`config.mk`:
```
export PLATFORM = sky130hd
export DESIGN_NAME = panda_shift_stage
export DESIGN_NICKNAME = d
export VERILOG_FILES = /design/src/rtl/panda_pkg.sv /design/src/rtl/panda_shifter.sv /design/src/rtl/panda_shift_stage.sv
export SDC_FILE = /design/constraint.sdc
export NUM_CORES = 1
export LEC_CHECK = 0
export ABC_AREA = 1
export CORE_MARGIN = 3
export CORE_UTILIZATION = 57
export CTS_CLUSTER_SIZE = 20
export DETAILED_ROUTE_END_ITERATION = 8
export PLACE_DENSITY = 0.94
export RECOVER_POWER = 100
export SLEW_MARGIN = 20
export SYNTH_ARGS = -nofsm -noshare
export SYNTH_HDL_FRONTEND = slang
export SYNTH_HIERARCHICAL = 1
export SYNTH_SLANG_ARGS = --single-unit
```
`constraint.sdc`:
```
create_clock -name clk_i -period 4.5 [get_ports clk_i]
set_input_delay 1.125 -clock clk_i [delete_from_list [all_inputs] [get_ports clk_i]]
set_output_delay 1.125 -clock clk_i [all_outputs]
set_load 0.1 [all_outputs]
```
`src/rtl/panda_pkg.sv`:
```
// panda_pkg
//   Shared definitions for the execute-stage shift path: RV32I funct3/funct7
//   encodings for the shift group, the occupancy state of the shift stage, and
//   the record held in each pipeline entry.
//   No ports; imported by panda_shift_stage and panda_shifter.
package panda_pkg;

  localparam int WIDTH          = 32;
  localparam int AMOUNT_WIDTH   = $clog2(WIDTH);
  localparam int REG_ADDR_WIDTH = 5;

  localparam logic [2:0] FUNCT3_SLL  = 3'b001;
  localparam logic [2:0] FUNCT3_SRx  = 3'b101;
  localparam logic [6:0] FUNCT7_ZERO = 7'b0000000;
  localparam logic [6:0] FUNCT7_SRA  = 7'b0100000;

  // Entry record used for both the main and the skid entry. An illegal entry
  // still carries rd so that it retires to the right place.
  typedef struct packed {
    logic [WIDTH-1:0]          operand;
    logic [AMOUNT_WIDTH-1:0]   amount;
    logic                      left;
    logic                      arithmetic;
    logic [REG_ADDR_WIDTH-1:0] rd;
    logic                      illegal;
  } shift_op_t;

  // SKID is only reachable when the skid entry is built in.
  typedef enum logic [1:0] {
    ST_EMPTY = 2'd0,
    ST_FULL  = 2'd1,
    ST_SKID  = 2'd2
  } stage_state_t;

endpackage

```
`src/rtl/panda_shifter.sv`:
```
// panda_shifter
//   Purely combinational barrel shifter for the RV32I shift group.
//   Ports:
//     operand    in  Width        value to shift
//     amount     in  AmountWidth  shift distance
//     left       in  1            1 = shift left, 0 = shift right
//     arithmetic in  1            right shifts replicate the sign bit when 1
//     result     out Width        shifted value
module panda_shifter
  import panda_pkg::*;
#(
  parameter int Width       = WIDTH,
  parameter int AmountWidth = $clog2(Width)
) (
  input  logic [Width-1:0]       operand,
  input  logic [AmountWidth-1:0] amount,
  input  logic                   left,
  input  logic                   arithmetic,
  output logic [Width-1:0]       result
);

  always_comb begin
    result = '0;
    if (left) begin
      result = operand << amount;
    end else if (arithmetic) begin
      result = $unsigned($signed(operand) >>> amount);
    end else begin
      result = operand >> amount;
    end
  end

endmodule

```
`src/rtl/panda_shift_stage.sv`:
```
// panda_shift_stage
//   Registered issue/result stage around the shifter. Decodes RV32I shift
//   operations, holds them in a pipeline entry and presents the shifted
//   result, destination register and an illegal-encoding flag downstream.
//   Optional feature macro: PANDA_SHIFT_SKID_EN adds a second (skid) entry and
//   makes in_ready_o purely registered.
//   Ports:
//     clk_i, rst_ni            clock, asynchronous active-low reset
//     flush_i                  synchronous flush, beats accept and retire
//     in_valid_i / in_ready_o  upstream handshake
//     funct3_i, funct7_i       instruction fields selecting the shift kind
//     is_imm_i, imm_i, rs2_i   amount source (immediate or low bits of rs2)
//     rs1_i, rd_i              operand and destination register
//     out_valid_o / out_ready_i downstream handshake
//     result_o, rd_o, illegal_o presented result (result_o is 0 when illegal)
module panda_shift_stage
  import panda_pkg::*;
#(
  parameter int Width        = WIDTH,
  parameter int AmountWidth  = $clog2(Width),
  parameter int RegAddrWidth = REG_ADDR_WIDTH
) (
  input  logic                    clk_i,
  input  logic                    rst_ni,
  input  logic                    flush_i,
  input  logic                    in_valid_i,
  output logic                    in_ready_o,
  input  logic [2:0]              funct3_i,
  input  logic [6:0]              funct7_i,
  input  logic                    is_imm_i,
  input  logic [Width-1:0]        rs1_i,
  input  logic [Width-1:0]        rs2_i,
  input  logic [AmountWidth-1:0]  imm_i,
  input  logic [RegAddrWidth-1:0] rd_i,
  output logic                    out_valid_o,
  input  logic                    out_ready_i,
  output logic [Width-1:0]        result_o,
  output logic [RegAddrWidth-1:0] rd_o,
  output logic                    illegal_o
);

  stage_state_t state;
  shift_op_t    main_q;
`ifdef PANDA_SHIFT_SKID_EN
  shift_op_t    skid_q;
`endif
  shift_op_t    dec_op;
  logic         is_sll;
  logic         is_srl;
  logic         is_sra;
  logic         accept;
  logic         retire;
  logic [Width-1:0] shifted;

  // Shift amounts only use the low bits of rs2; the rest is architecturally ignored.
  logic unused_rs2_high;
  assign unused_rs2_high = ^rs2_i[Width-1:AmountWidth];

  assign is_sll = (funct3_i == FUNCT3_SLL) && (funct7_i == FUNCT7_ZERO);
  assign is_srl = (funct3_i == FUNCT3_SRx) && (funct7_i == FUNCT7_ZERO);
  assign is_sra = (funct3_i == FUNCT3_SRx) && (funct7_i == FUNCT7_SRA);

  always_comb begin
    dec_op            = '0;
    dec_op.operand    = rs1_i;
    dec_op.amount     = is_imm_i ? imm_i : rs2_i[AmountWidth-1:0];
    dec_op.left       = is_sll;
    dec_op.arithmetic = is_sra;
    dec_op.rd         = rd_i;
    dec_op.illegal    = !(is_sll || is_srl || is_sra);
  end

  assign out_valid_o = (state != ST_EMPTY);

`ifdef PANDA_SHIFT_SKID_EN
  // Ready depends only on the state register, breaking the out_ready_i path.
  assign in_ready_o = (state != ST_SKID);
`else
  // A full entry can still accept when it is being drained this same cycle.
  assign in_ready_o = (state == ST_EMPTY) || out_ready_i;
`endif

  assign accept = in_valid_i && in_ready_o;
  assign retire = out_valid_o && out_ready_i;

  always_ff @(posedge clk_i or negedge rst_ni) begin
    if (!rst_ni) begin
      state  <= ST_EMPTY;
      main_q <= '0;
`ifdef PANDA_SHIFT_SKID_EN
      skid_q <= '0;
`endif
    end else if (flush_i) begin
      state <= ST_EMPTY;
    end else begin
      case (state)
        ST_EMPTY: begin
          if (accept) begin
            main_q <= dec_op;
            state  <= ST_FULL;
          end
        end
        ST_FULL: begin
          if (accept && retire) begin
            main_q <= dec_op;
`ifdef PANDA_SHIFT_SKID_EN
          end else if (accept) begin
            skid_q <= dec_op;
            state  <= ST_SKID;
`endif
          end else if (retire) begin
            state <= ST_EMPTY;
          end
        end
        ST_SKID: begin
`ifdef PANDA_SHIFT_SKID_EN
          if (retire) begin
            main_q <= skid_q;
            state  <= ST_FULL;
          end
`else
          state <= ST_EMPTY;
`endif
        end
        default: state <= ST_EMPTY;
      endcase
    end
  end

  panda_shifter #(
    .Width       (Width),
    .AmountWidth (AmountWidth)
  ) u_shifter (
    .operand    (main_q.operand),
    .amount     (main_q.amount),
    .left       (main_q.left),
    .arithmetic (main_q.arithmetic),
    .result     (shifted)
  );

  assign result_o  = main_q.illegal ? '0 : shifted;
  assign rd_o      = main_q.rd;
  assign illegal_o = main_q.illegal;

endmodule
```
# Word level (Yosys, flattened, before mapping)
# Index checks and enable logic that the tools add are counted.
# word_totals
regBits	47
latchBits	0
ram_bits	0
rom_bits	0
inputBits	90
output_inout_bits	40
elab_cells	48
n_memories	0
# classes
add_sub_neg	0
mul	0
n_div	0
magnitude_cmp	0
eq_ne	9
n_shift	3
muxes	12
bitwise_logic	1
reduce_logical	16
# op_table
op	n
32-bit 2-to-1 mux	3
45-bit 2-to-1 mux	2
45-bit case mux with 2 select lines	1
32-bit by 5-bit left shift with 32-bit output	1
32-bit by 5-bit right shift with 32-bit output	1
32-bit by 5-bit >>> shifter with 32-bit output	1
3-bit != test, second input constant	3
2-bit 2-to-1 mux	4
7-bit by 6-bit equality test with 1-bit output, second input constant	1
7-bit zero test	1
1-bit logical AND	6
5-bit 2-to-1 mux	1
2-bit != test, second input constant	2
2-bit case mux with 2 select lines	1
4-bit AND reduction	1
2-bit nonzero test	2
3-bit by 1-bit equality test with 1-bit output, second input constant	1
3-bit equality test, second input constant	1
1-bit logical OR	3
3-bit AND reduction	1
2-bit by 1-bit equality test with 1-bit output, second input constant	1
2-bit zero test	1
1-bit zero test	1
1-bit NOT	1

# Depth between registers and ports, before layout
# Gate-level depths: netlist (run 1).
# depth
word_depth	7
depth_mapped	16

# Cells and area by module
# The synthesis (run 1) kept the hierarchy.
# by_module_without_submodules
module	instances	cells_each	area_each_um2	seq_area_each_um2
panda_shifter	1	729	3688.5	0.0
panda_shift_stage	1	295	2174.6	1151.1

# Worst setup path before layout (run 1)
# OpenSTA, ideal clock, no wires.
# synth_path
path_kind	register -> output
startpoint	register main_q[8] in the netlist's numbering
endpoint	output result_o[9]
t_arrival_ns	2.615
slack_ns	0.760
stages_incl_launch_ff	14
path_buffers	2
path_cell_list	dfrtp_1 buf_6 inv_8 buf_12 nand2_4 nand3_1 nand3_1 nand3_1 nand2_1 nor2_1 nand2_1 o21ai_2 inv_1 nor2_1
# synth_via
elab_chain_len	4
# synth_rtl
item	line	rtl
start: declaration	panda_shift_stage.sv:43	shift_op_t main_q;
start signal: assignment	panda_shift_stage.sv:99	main_q <= dec_op;
start signal: assignment	panda_shift_stage.sv:105	main_q <= dec_op;
32-bit by 5-bit right shift with 32-bit output or 32-bit by 5-bit >>> shifter with 32-bit output (tied branches)	panda_shifter.sv:29, panda_shifter.sv:27	
32-bit 2-to-1 mux	panda_shifter.sv:26	end else if (arithmetic) begin
32-bit 2-to-1 mux (*)	panda_shifter.sv:24	if (left) begin
named net shifted[9]	panda_shift_stage.sv:53	logic [Width-1:0] shifted;
32-bit 2-to-1 mux (*)	panda_shift_stage.sv:141	assign result_o = main_q.illegal ? '0 : shifted;
end: declaration	panda_shift_stage.sv:37	output logic [Width-1:0] result_o,
# The timed path passes the listed nets; every way through them passes the cells marked *.

# Worst setup path after layout (run 1)
# Same ends and word-level chain as after synthesis.

==> results of run 1 <==
==> critical path: stages, from the launching register on <==
cell     delay (ps)
dfrtp_1         780
inv_8           450
nand2_1         180
nand3_1         130
nand3_1         130
nand3_1         150
nand2_1          70
nor2_1          160
nand2_1          90
o21ai_2         120
inv_1            50
nor2_1           70
buf_2           450
==> placed cells by master (no fill, tap or decap), drive strengths merged <==
cell / count
o21ai: 23
nand4: 14
dfrtp: 46
nand3: 329
bufinv: 1
nand2: 339
a21oi: 12
a31oi: 2
dlygate4sd3: 7
clkinvlp: 1
clkinv: 2
o221ai: 1
o211ai: 20
clkdlybuf4s50: 60
and2: 5
clkbuf: 26
nor2: 79
o31ai: 5
nand3b: 4
inv: 68
buf: 28
o311ai: 1
==> area by class of cell <==
type	instances	area, um^2
clock buffer	6	72.57
clock inverter	2	37.54
fill	907	3174
inverter	70	270.3
multi-input combinational	834	3965
sequential	46	1154
tap	133	166.4
timing repair buffer	115	1070
==> path summary, 6_finish.rpt <==
path,to,startpoint,cells after the start,slack (ps)
max,result_o[9],main_q[8]$_DFFE_PN0P_,12,230
min,rd_o[4]$_DFFE_PN0P_,rd_o[4]$_DFFE_PN0P_,2,480
max reg2reg,illegal_o$_DFFE_PN0P_,state[0]$_DFFE_PN0P_,6,2450
min reg2reg,rd_o[4]$_DFFE_PN0P_,rd_o[4]$_DFFE_PN0P_,2,480
max in group asynchronous,main_q[9]$_DFFE_PN0P_,rst_ni,1,1440
min in group asynchronous,main_q[36]$_DFFE_PN0P_,rst_ni,1,1540
==> through the flow <==
| stage | std cells | area (um^2) | hold WS [ps] |
|---|---|---|---|
| after detailed placement | 1198 | 7029 | 472.4 |
| after global placement | 1198 | 7029 | 462.7 |
| after global routing | 1206 | 6735 | 515.3 |
| after floorplan | 1024 | 5863 | 450.0 |
| after CTS | 1206 | 7139 | 494.2 |
| final | 1206 | 6735 | 484.6 |
==> sequential cells by signal, indices dropped and copies added (netlist names) <==
| name | count |
|---|---|
| main_q | 39 |
| state | 1 |
| rd_o | 5 |
| illegal_o | 1 |
==> power by group through the flow <==
stage	logic (mW)	registers [mW]	clock network, mW
after floorplan	1.54	0.536	0
after global placement	2.04	0.572	0
after detailed placement	2.07	0.574	0
after CTS	2.08	0.566	0.316
after global routing	2.11	0.580	0.330
final	1.97	0.569	0.316
==> routing by layer <==
| metal | GRT usage | up-vias |
|---|---|---|
| li1 | - | 3505 |
| met1 | 0.4610 | 3146 |
| met2 | 0.5384 | 545 |
| met3 | 0.06059 | 107 |
| met4 | 0.1650 | 0 |
| met5 | 0 | - |
==> cells by family (layout without fill, tap and decap cells) <==
group,Yosys count,after routing
flip-flops,46,46
AO/OA/AOI/OAI,64,64
AND/OR/NAND/NOR,770,770
buffers and inverters,144,193
==> flow_metrics.py, run 1 <==
metrics = {
    "power": {
        "p_clk_frac": 0.111,
        "seqPwrFrac": 0.200,
        "power.switching_mw": 1.676,
        "irDropWorstVdd_mv": 0.2324,
        "p_total_mw": 2.850,
        "p_per_area_nw_per_um2": 423.2,
        "power_switching_share": 0.5881,
        "power_frac_comb": 0.690,
        "p_leak_nw": 3.425,
        "p_int_mw": 1.174,
    },
    "floorplan": {
        "num_rows": 36,
        "chipWidth_um": 107.4,
        "coreArea_um2": 9910,
        "design.die.area_um2": 11540,
        "start_util": 0.5917,
        "die_h_um": 107.4,
        "io-pin-count": 130,
    },
    "drt": {
        "avgViaCountPerCell": 6.056,
        "route.met3.wl_um": 2232,
        "first_pass_iters": 7,
        "wl_per_cell_um": 16.49,
        "top_layer": "met4",
        "drc": 0,
        "vias": 7303,
        "ant_nets": 0,
        "first_iter_violations": 1319,
        "route.met2.wl_um": 8766,
        "wirelength_um": 19890,
        "wl_met1_um": 7754,
    },
    "sta": {
        "grt_setup_unrepaired": "no",
        "worstMarginPinSlew_ps": 2375,
        "setup_tns_ps": 0,
        "fmax_mhz": 234.0,
        "setup_violations": 0,
        "layout_setup_ws_ps": 226.3,
        "min_period_over_period": 0.9497,
        "drv_slew": 47,
        "skew_ps": 6.063,
        "max_slew_margin": -0.5837,
        "finalHoldViolCount": 0,
        "min_period_ps": 4274,
    },
    "critical_path": {
        "worstSetupPathType": "reg -> out",
        "end_kind": "primary output",
        "worst_setup_path_start_kind": "flip-flop",
        "crit_arrival_ps": 3150,
        "crit_required_ps": 3380,
        "cp_max_fo": 34,
    },
    "outcome": {
        "violations": "capacitance limit, slew limit",
        "status": "finished with violations",
    },
    "global_route": {
        "grt_pass1_vias": 6520,
        "grt_max_degree": 68,
        "track_usage": 0.3446,
        "antenna_found_initial": 0,
        "grt_pass1_wl_um": 32110,
        "grt_overflow_total": 0,
    },
    "clock_network": {
        "hold_buffers": 0,
        "cts.repair.resized": 0,
        "htreeDepth": 2,
        "post-cts-setup-buffers": 0,
        "cts_tree": "done",
        "cts-buffers-inserted": 5,
        "clkTransAtPathRegs_ps": 90,
        "clk_latency_ps": 300,
        "cts.sink_count": 46,
        "clockBufferDepth": 2,
        "cts-root-buf": "clkbuf_8",
    },
    "final_layout": {
        "layout-drive-gt1-share": 0.09692,
        "utilization": 0.6797,
        "n_antenna_cell": 0,
        "areaGrowthSynthToFinish_pct": 14.87,
        "nets": 1162,
    },
    "synth": {
        "synth-async-reset-ratio": 1.000,
        "ys_top_cells_by_count": "nand2_1, nand3_1, nor2_1, inv_1, dfrtp_1",
        "syn_inst": 1024,
        "yosys_warnings": 6,
        "synth_area_leader_cell": "nand3_1",
        "synth-simple-area-share": 0.6041,
        "synth_nets": 1114,
        "syn_area_um2": 5863,
        "synth_fa_ha_area_frac": 0,
        "synth_compound_area_frac": 0.07341,
        "synth_top_cell_area_share": 0.2714,
        "synthMuxAreaShare": 0,
        "synth-xor-area-share": 0,
        "synth_top_family_by_area": "simple AND/OR/NAND/NOR gates",
        "yosysUniqueCellTypes": 34,
        "avgSynthCellArea_um2": 5.726,
        "ys_seq_area_frac": 0.1963,
        "synth_top_cells_by_area": "nand3_1, nand2_1, dfrtp_1, nor2_1, inv_1",
        "synth_edf_count": 0,
        "synth-seq-cells": 46,
        "synth_flop_cell": "dfrtp_1",
    },
    "placed_design": {
        "io_buffers": 102,
        "dp_hpwl_um": 14870,
        "pre_cts_slack_ps": 783.5,
        "place.gp.congestion": 1.062,
    },
    "flow_run": {
        "cap_violations": 1,
    },
    "hold_path": {
        "hold_path_class": "reg -> reg",
    },
}
(Power assumes the default switching activity.)
==> inputs of run 2 (changes only) <==
- GPL_TIMING_DRIVEN: unset -> 0
- PLACE_DENSITY: 0.94 -> 0.89
==> run 2 against run 1 <==
  * The run ends with DRC left
  * First-iteration DRC count grew 18%
  * Die area stayed put
  * Total power grew 6.5%
  * Global-route usage increased by 9.5 points
  * Worst hold slack gained 9.3 ps
  * Design area rose by 3.6%
  * Wire length is 27% higher
  * Cell count rose by 5.1%
  * Non-clock buffer count is 62 higher
==> flow_metrics.py, run 2 (synthesized netlist as in run 1, its figures left out) <==
metrics = {
    "final_layout": {
        "fillers": 932,
        "layout_common_cells": "nand2_1, nand3_1, nor2_1, clkdlybuf4s50_1, inv_1",
        "areaGrowthSynthToFinish_pct": 18.97,
        "layout-drive-gt1-share": 0.09956,
        "utilization": 0.7039,
        "regMostFlops": "main_q",
        "largest_reg_flops": 39,
        "final_common_cell": "nand2_1",
        "n_antenna_cell": 0,
        "design_area_um2": 6975,
        "nets": 1224,
    },
    "clock_network": {
        "cts.sink_count": 46,
        "cts_tree": "done",
        "htreeDepth": 2,
        "cts-root-buf": "clkbuf_8",
        "cts-buffers-inserted": 5,
        "clk_latency_ps": 310,
        "clkTransAtPathRegs_ps": 90,
        "hold_buffers": 0,
        "clockBufferDepth": 2,
    },
    "power": {
        "power_switching_share": 0.6042,
        "power.switching_mw": 1.834,
        "seqPwrFrac": 0.176,
        "p_clk_frac": 0.106,
        "p_int_mw": 1.202,
        "p_leak_nw": 3.537,
        "power_frac_comb": 0.718,
        "p_total_mw": 3.036,
        "p_per_area_nw_per_um2": 435.3,
        "irDropWorstVdd_mv": 0.2644,
    },
    "floorplan": {
        "num_rows": 36,
        "die_h_um": 107.4,
        "coreArea_um2": 9910,
        "design.die.area_um2": 11540,
        "chipWidth_um": 107.4,
        "io-pin-count": 130,
        "start_util": 0.5917,
    },
    "outcome": {
        "status": "finished with violations",
        "violations": "DRC",
    },
    "drt": {
        "first_pass_iters": 9,
        "ant_nets": 0,
        "avgViaCountPerCell": 6.431,
        "vias": 8155,
        "wirelength_um": 25240,
        "drc": 3,
        "wl_per_cell_um": 19.90,
        "first_iter_violations": 1563,
    },
    "sta": {
        "drv_slew": 0,
        "worstMarginPinSlew_ps": 1308,
        "setup_violations": 0,
        "min_period_over_period": 0.9916,
        "max_slew_margin": 0.1277,
        "min_period_ps": 4462,
        "skew_ps": 10.39,
        "timing.hold.ws_ps": 494.0,
        "layout_setup_ws_ps": 37.93,
        "fmax_mhz": 224.1,
        "finalHoldViolCount": 0,
    },
    "hold_path": {
        "hp-start": "rd_o[2]$_DFFE_PN0P_",
        "worstHoldPathCells": 2,
        "holdPathEnd": "rd_o[2]$_DFFE_PN0P_",
        "hold_path_class": "reg -> reg",
    },
    "critical_path": {
        "crit_chain": "buf_4, buf_4, clkbuf_2, o211ai_1, nand3_1, nand3_1, nand2_1, inv_1, nand2_1, inv_1, nor2_1, clkdlybuf4s50_1",
        "worstSetupPathType": "reg -> out",
        "worst_setup_path_start_kind": "flip-flop",
        "cp_max_fo": 10,
        "worstReg2RegStart": "state[0]$_DFFE_PN0P_",
        "crit_required_ps": 3380,
        "end_kind": "primary output",
        "r2r-end": "main_q[38]$_DFFE_PN0P_",
        "ff2ff_path_depth": 7,
        "cp_slowest_cell": "clkdlybuf4s50_1",
        "crit_arrival_ps": 3340,
        "reg2reg_slack_ps": 2510,
        "critPathMaxStageDelay_ps": 1140,
    },
    "placed_design": {
        "io_buffers": 102,
        "dp_hpwl_um": 19650,
        "place.gp.congestion": 1.161,
        "place_area_um2": 7073,
        "pre_cts_slack_ps": 334.8,
    },
    "global_route": {
        "antenna_found_initial": 1,
        "grt_pass1_vias": 7694,
        "grt_overflow_total": 0,
        "grt_pass1_wl_um": 39360,
        "grt_max_degree": 26,
        "track_usage": 0.4393,
    },
    "flow_run": {
        "cap_violations": 0,
    },
}
[run 2: metrics by stage]
step                      cells  TNS [ps]
after detailed placement   1260         0
after CTS                  1268         0
final                      1268         0
after global placement     1259         0
after floorplan            1024         0
after global routing       1268    -22.52
[run 2: power by group through the flow]
stage,clock network [mW],logic [mW],registers [mW]
CTS,0.319,2.13,0.531
finish,0.322,2.18,0.533
global route,0.339,2.30,0.540
floorplan,0,1.54,0.536
detailed placement,0,2.12,0.539
global placement,0,2.11,0.538
[run 2: worst max-delay path: cells and delay by family, from the launching register on]
kind | cells | cell delay (ps)
compound gates | 1 | 180
buf+inv | 6 | 1960
simple gates | 5 | 540
flops | 1 | 350
[run 2: worst max path at each step]
| stage | startpoint | to | cells after the start |
|---|---|---|---|
| 2_1_floorplan | main_q[8]$_DFFE_PN0P_ | result_o[9] | 13 |
| 3_3_place_gp | main_q[10]$_DFFE_PN0P_ | result_o[30] | 10 |
| 3_5_place_dp | main_q[10]$_DFFE_PN0P_ | result_o[30] | 10 |
| 4_1_cts | main_q[10]$_DFFE_PN0P_ | result_o[30] | 10 |
| 5_1_grt | main_q[10]$_DFFE_PN0P_ | result_o[4] | 9 |
| 6_report | main_q[9]$_DFFE_PN0P_ | result_o[27] | 12 |
[run 2: routing by layer]
layer | up-vias | part of all wire | GRT usage
li1 | 3620 | - | -
met1 | 3540 | 0.36 | 0.5533
met2 | 759 | 0.41 | 0.6524
met3 | 234 | 0.15 | 0.1536
met4 | 2 | 0.081 | 0.2471
met5 | - | 0.00040 | 0
[run 2: layout make-up]
class | count | area, um^2 | area share
buffer | 74 | 445.4 | 0.06386
clock buffer | 6 | 72.57 | 0.01040
clock inverter | 2 | 37.54 | 0.005381
inverter | 70 | 270.3 | 0.03874
multi-input combinational | 834 | 3968 | 0.5688
sequential | 46 | 1151 | 0.1650
tap | 133 | 166.4 | 0.02386
timing repair buffer | 103 | 864.6 | 0.1239
[run 2: what timing repair did]
action,in CTS,in global routing
setup buffers,0,0
resized for setup,0,26
endpoints found under the hold margin,0,0
endpoints found under the setup margin,0,26
==> inputs of run 3 (changes only) <==
- CAP_MARGIN: unset -> 20
- PLACE_DENSITY: 0.89 -> 0.95
==> run 3 against run 2 <==
  * The run still ends with DRC left
  * Core utilization down 0.11 points
  * Non-clock buffer count unchanged
  * Clock skew down 4.4 ps
  * Register-to-register slack worse by 110 ps
  * Via count up 1.4%
  * Wire length up 2.6%
  * Critical path depth down 2
  * Largest power group unchanged
  * Sequential share of layout area about the same
  * Global-route usage up 0.74 points
  * Worst hold slack worse by 3.7 ps
  * Sequential power about the same
==> flow_metrics.py, run 3 (synthesized netlist as in run 1, its figures left out) <==
metrics = {
    "global_route": {
        "grt_max_degree": 26,
        "track_usage": 0.4467,
        "antenna_found_initial": 0,
        "grt_overflow_total": 0,
        "grt_pass1_wl_um": 39860,
        "grt_pass1_vias": 7704,
    },
    "clock_network": {
        "cts.sink_count": 46,
        "clockBufferDepth": 2,
        "post-cts-setup-buffers": 0,
        "clk_latency_ps": 300,
        "cts-root-buf": "clkbuf_8",
        "clkTransAtPathRegs_ps": 90,
        "cts_tree": "done",
        "cts-buffers-inserted": 5,
        "htreeDepth": 2,
    },
    "sta": {
        "fmax_mhz": 228.0,
        "setup_violations": 0,
        "max_slew_margin": 0.1536,
        "min_period_ps": 4387,
        "worstMarginPinSlew_ps": 1270,
        "timing.hold.ws_ps": 490.3,
        "min_period_over_period": 0.9748,
        "skew_ps": 6.041,
        "finalHoldViolCount": 0,
        "layout_setup_ws_ps": 113.5,
        "grt_setup_unrepaired": "no",
        "setup_tns_ps": 0,
        "drv_slew": 0,
    },
    "final_layout": {
        "n_antenna_cell": 0,
        "layout-drive-gt1-share": 0.09868,
        "areaGrowthSynthToFinish_pct": 18.78,
        "layoutNonFillerInstCount": 1268,
        "nets": 1224,
        "utilization": 0.7028,
        "design_area_um2": 6964,
        "regMostFlops": "main_q",
        "largest_reg_flops": 39,
        "layout_common_cells": "nand2_1, nand3_1, nor2_1, inv_1, clkdlybuf4s50_1",
        "final_common_cell": "nand2_1",
    },
    "power": {
        "p_leak_nw": 3.532,
        "p_total_mw": 3.038,
        "p_per_area_nw_per_um2": 436.3,
        "irDropWorstVdd_mv": 0.2611,
    },
    "critical_path": {
        "worstSetupPathType": "reg -> out",
        "worst_setup_path_start_kind": "flip-flop",
        "cp_max_fo": 10,
        "critPathMaxStageDelay_ps": 910,
        "crit_chain": "inv_1, buf_2, clkbuf_1, nand3_1, nand3_1, nand3_1, nand3_1, inv_1, nor2_1, clkbuf_1",
        "end_kind": "primary output",
        "crit_required_ps": 3380,
        "crit_top_cell": "nand3_1",
        "cp_slowest_cell": "clkbuf_1",
        "crit_arrival_ps": 3260,
    },
    "floorplan": {
        "num_rows": 36,
        "start_util": 0.5917,
        "io-pin-count": 130,
        "coreArea_um2": 9910,
        "die_h_um": 107.4,
        "design.die.area_um2": 11540,
        "chipWidth_um": 107.4,
    },
    "drt": {
        "drc": 5,
        "avgViaCountPerCell": 6.521,
        "vias": 8268,
        "wl_per_cell_um": 20.41,
        "first_iter_violations": 1839,
        "ant_nets": 0,
        "first_pass_iters": 9,
        "wirelength_um": 25880,
    },
    "placed_design": {
        "pre_cts_slack_ps": 318.8,
        "dp_cells": 1260,
        "dp_hpwl_um": 20480,
        "io_buffers": 102,
        "place.gp.congestion": 1.160,
        "place_area_um2": 7073,
    },
    "hold_path": {
        "hold_path_class": "reg -> reg",
    },
    "outcome": {
        "status": "finished with violations",
        "violations": "DRC",
    },
    "flow_run": {
        "cap_violations": 0,
    },
}
-- run 3: changes by cell type in the layout (fill, tap and decap cells not counted), sizes merged --
cell / delta
clkdlybuf4s50: -2
buf: -1
clkbuf: +2
clkdlybuf4s15: +1
-- run 3: repair_timing --
action / 4_1_cts / 5_1_grt
resized for setup: 2 / 27
hold buffers: 0 / 0
endpoints found under the setup margin: 2 / 27
pin swaps: 0 / 0
cloned: 0 / 0
-- run 3: metal layers --
layer | vias to the layer above | global-route usage | share of wire
met5 | - | 0.004762 | 0
met4 | 0 | 0.2660 | 0.085
met3 | 222 | 0.1452 | 0.15
met2 | 810 | 0.6653 | 0.41
met1 | 3605 | 0.5613 | 0.35
li1 | 3631 | - | -
-- run 3: path summary, 6_finish.rpt --
| kind | start | endpoint | slack [ps] | cells past startpoint |
|---|---|---|---|---|
| setup reg to reg | state[0]$_DFFE_PN0P_ | main_q[40]$_DFFE_PN0P_ | 2400 | 7 |
| min in group asynchronous | rst_ni | main_q[33]$_DFFE_PN0P_ | 1050 | 1 |
| max in group asynchronous | rst_ni | main_q[8]$_DFFE_PN0P_ | 1690 | 2 |
| hold / removal | rd_o[2]$_DFFE_PN0P_ | rd_o[2]$_DFFE_PN0P_ | 490 | 2 |
| setup / recovery | main_q[10]$_DFFE_PN0P_ | result_o[3] | 110 | 10 |
| hold reg to reg | rd_o[2]$_DFFE_PN0P_ | rd_o[2]$_DFFE_PN0P_ | 490 | 2 |
-- run 3: area by class of cell --
| type | instances | area (um^2) |
|---|---|---|
| clock inverters | 2 | 37.54 |
| clock buffers | 6 | 72.57 |
| well taps | 133 | 166.4 |
| plain buffers | 74 | 440.4 |
| repair buffers | 103 | 858.3 |
| flip-flops and latches | 46 | 1151 |
| inverters | 70 | 270.3 |
| fillers | 930 | 2945 |
| multi-input cells | 834 | 3968 |
-- run 3: power by group --
part	internal, mW	switching [mW]	leakage [nW]
Clock	0.166	0.152	0.0514
Combinational	0.562	1.62	2.91
Sequential	0.470	0.0641	0.571
-- run 3: worst max-delay path, delay by kind of cell (launching register included) --
kind	cells	cell delay [ps]
AND/OR/NAND/NOR	5	700
buffers and inverters	5	1850
flip-flops	1	400
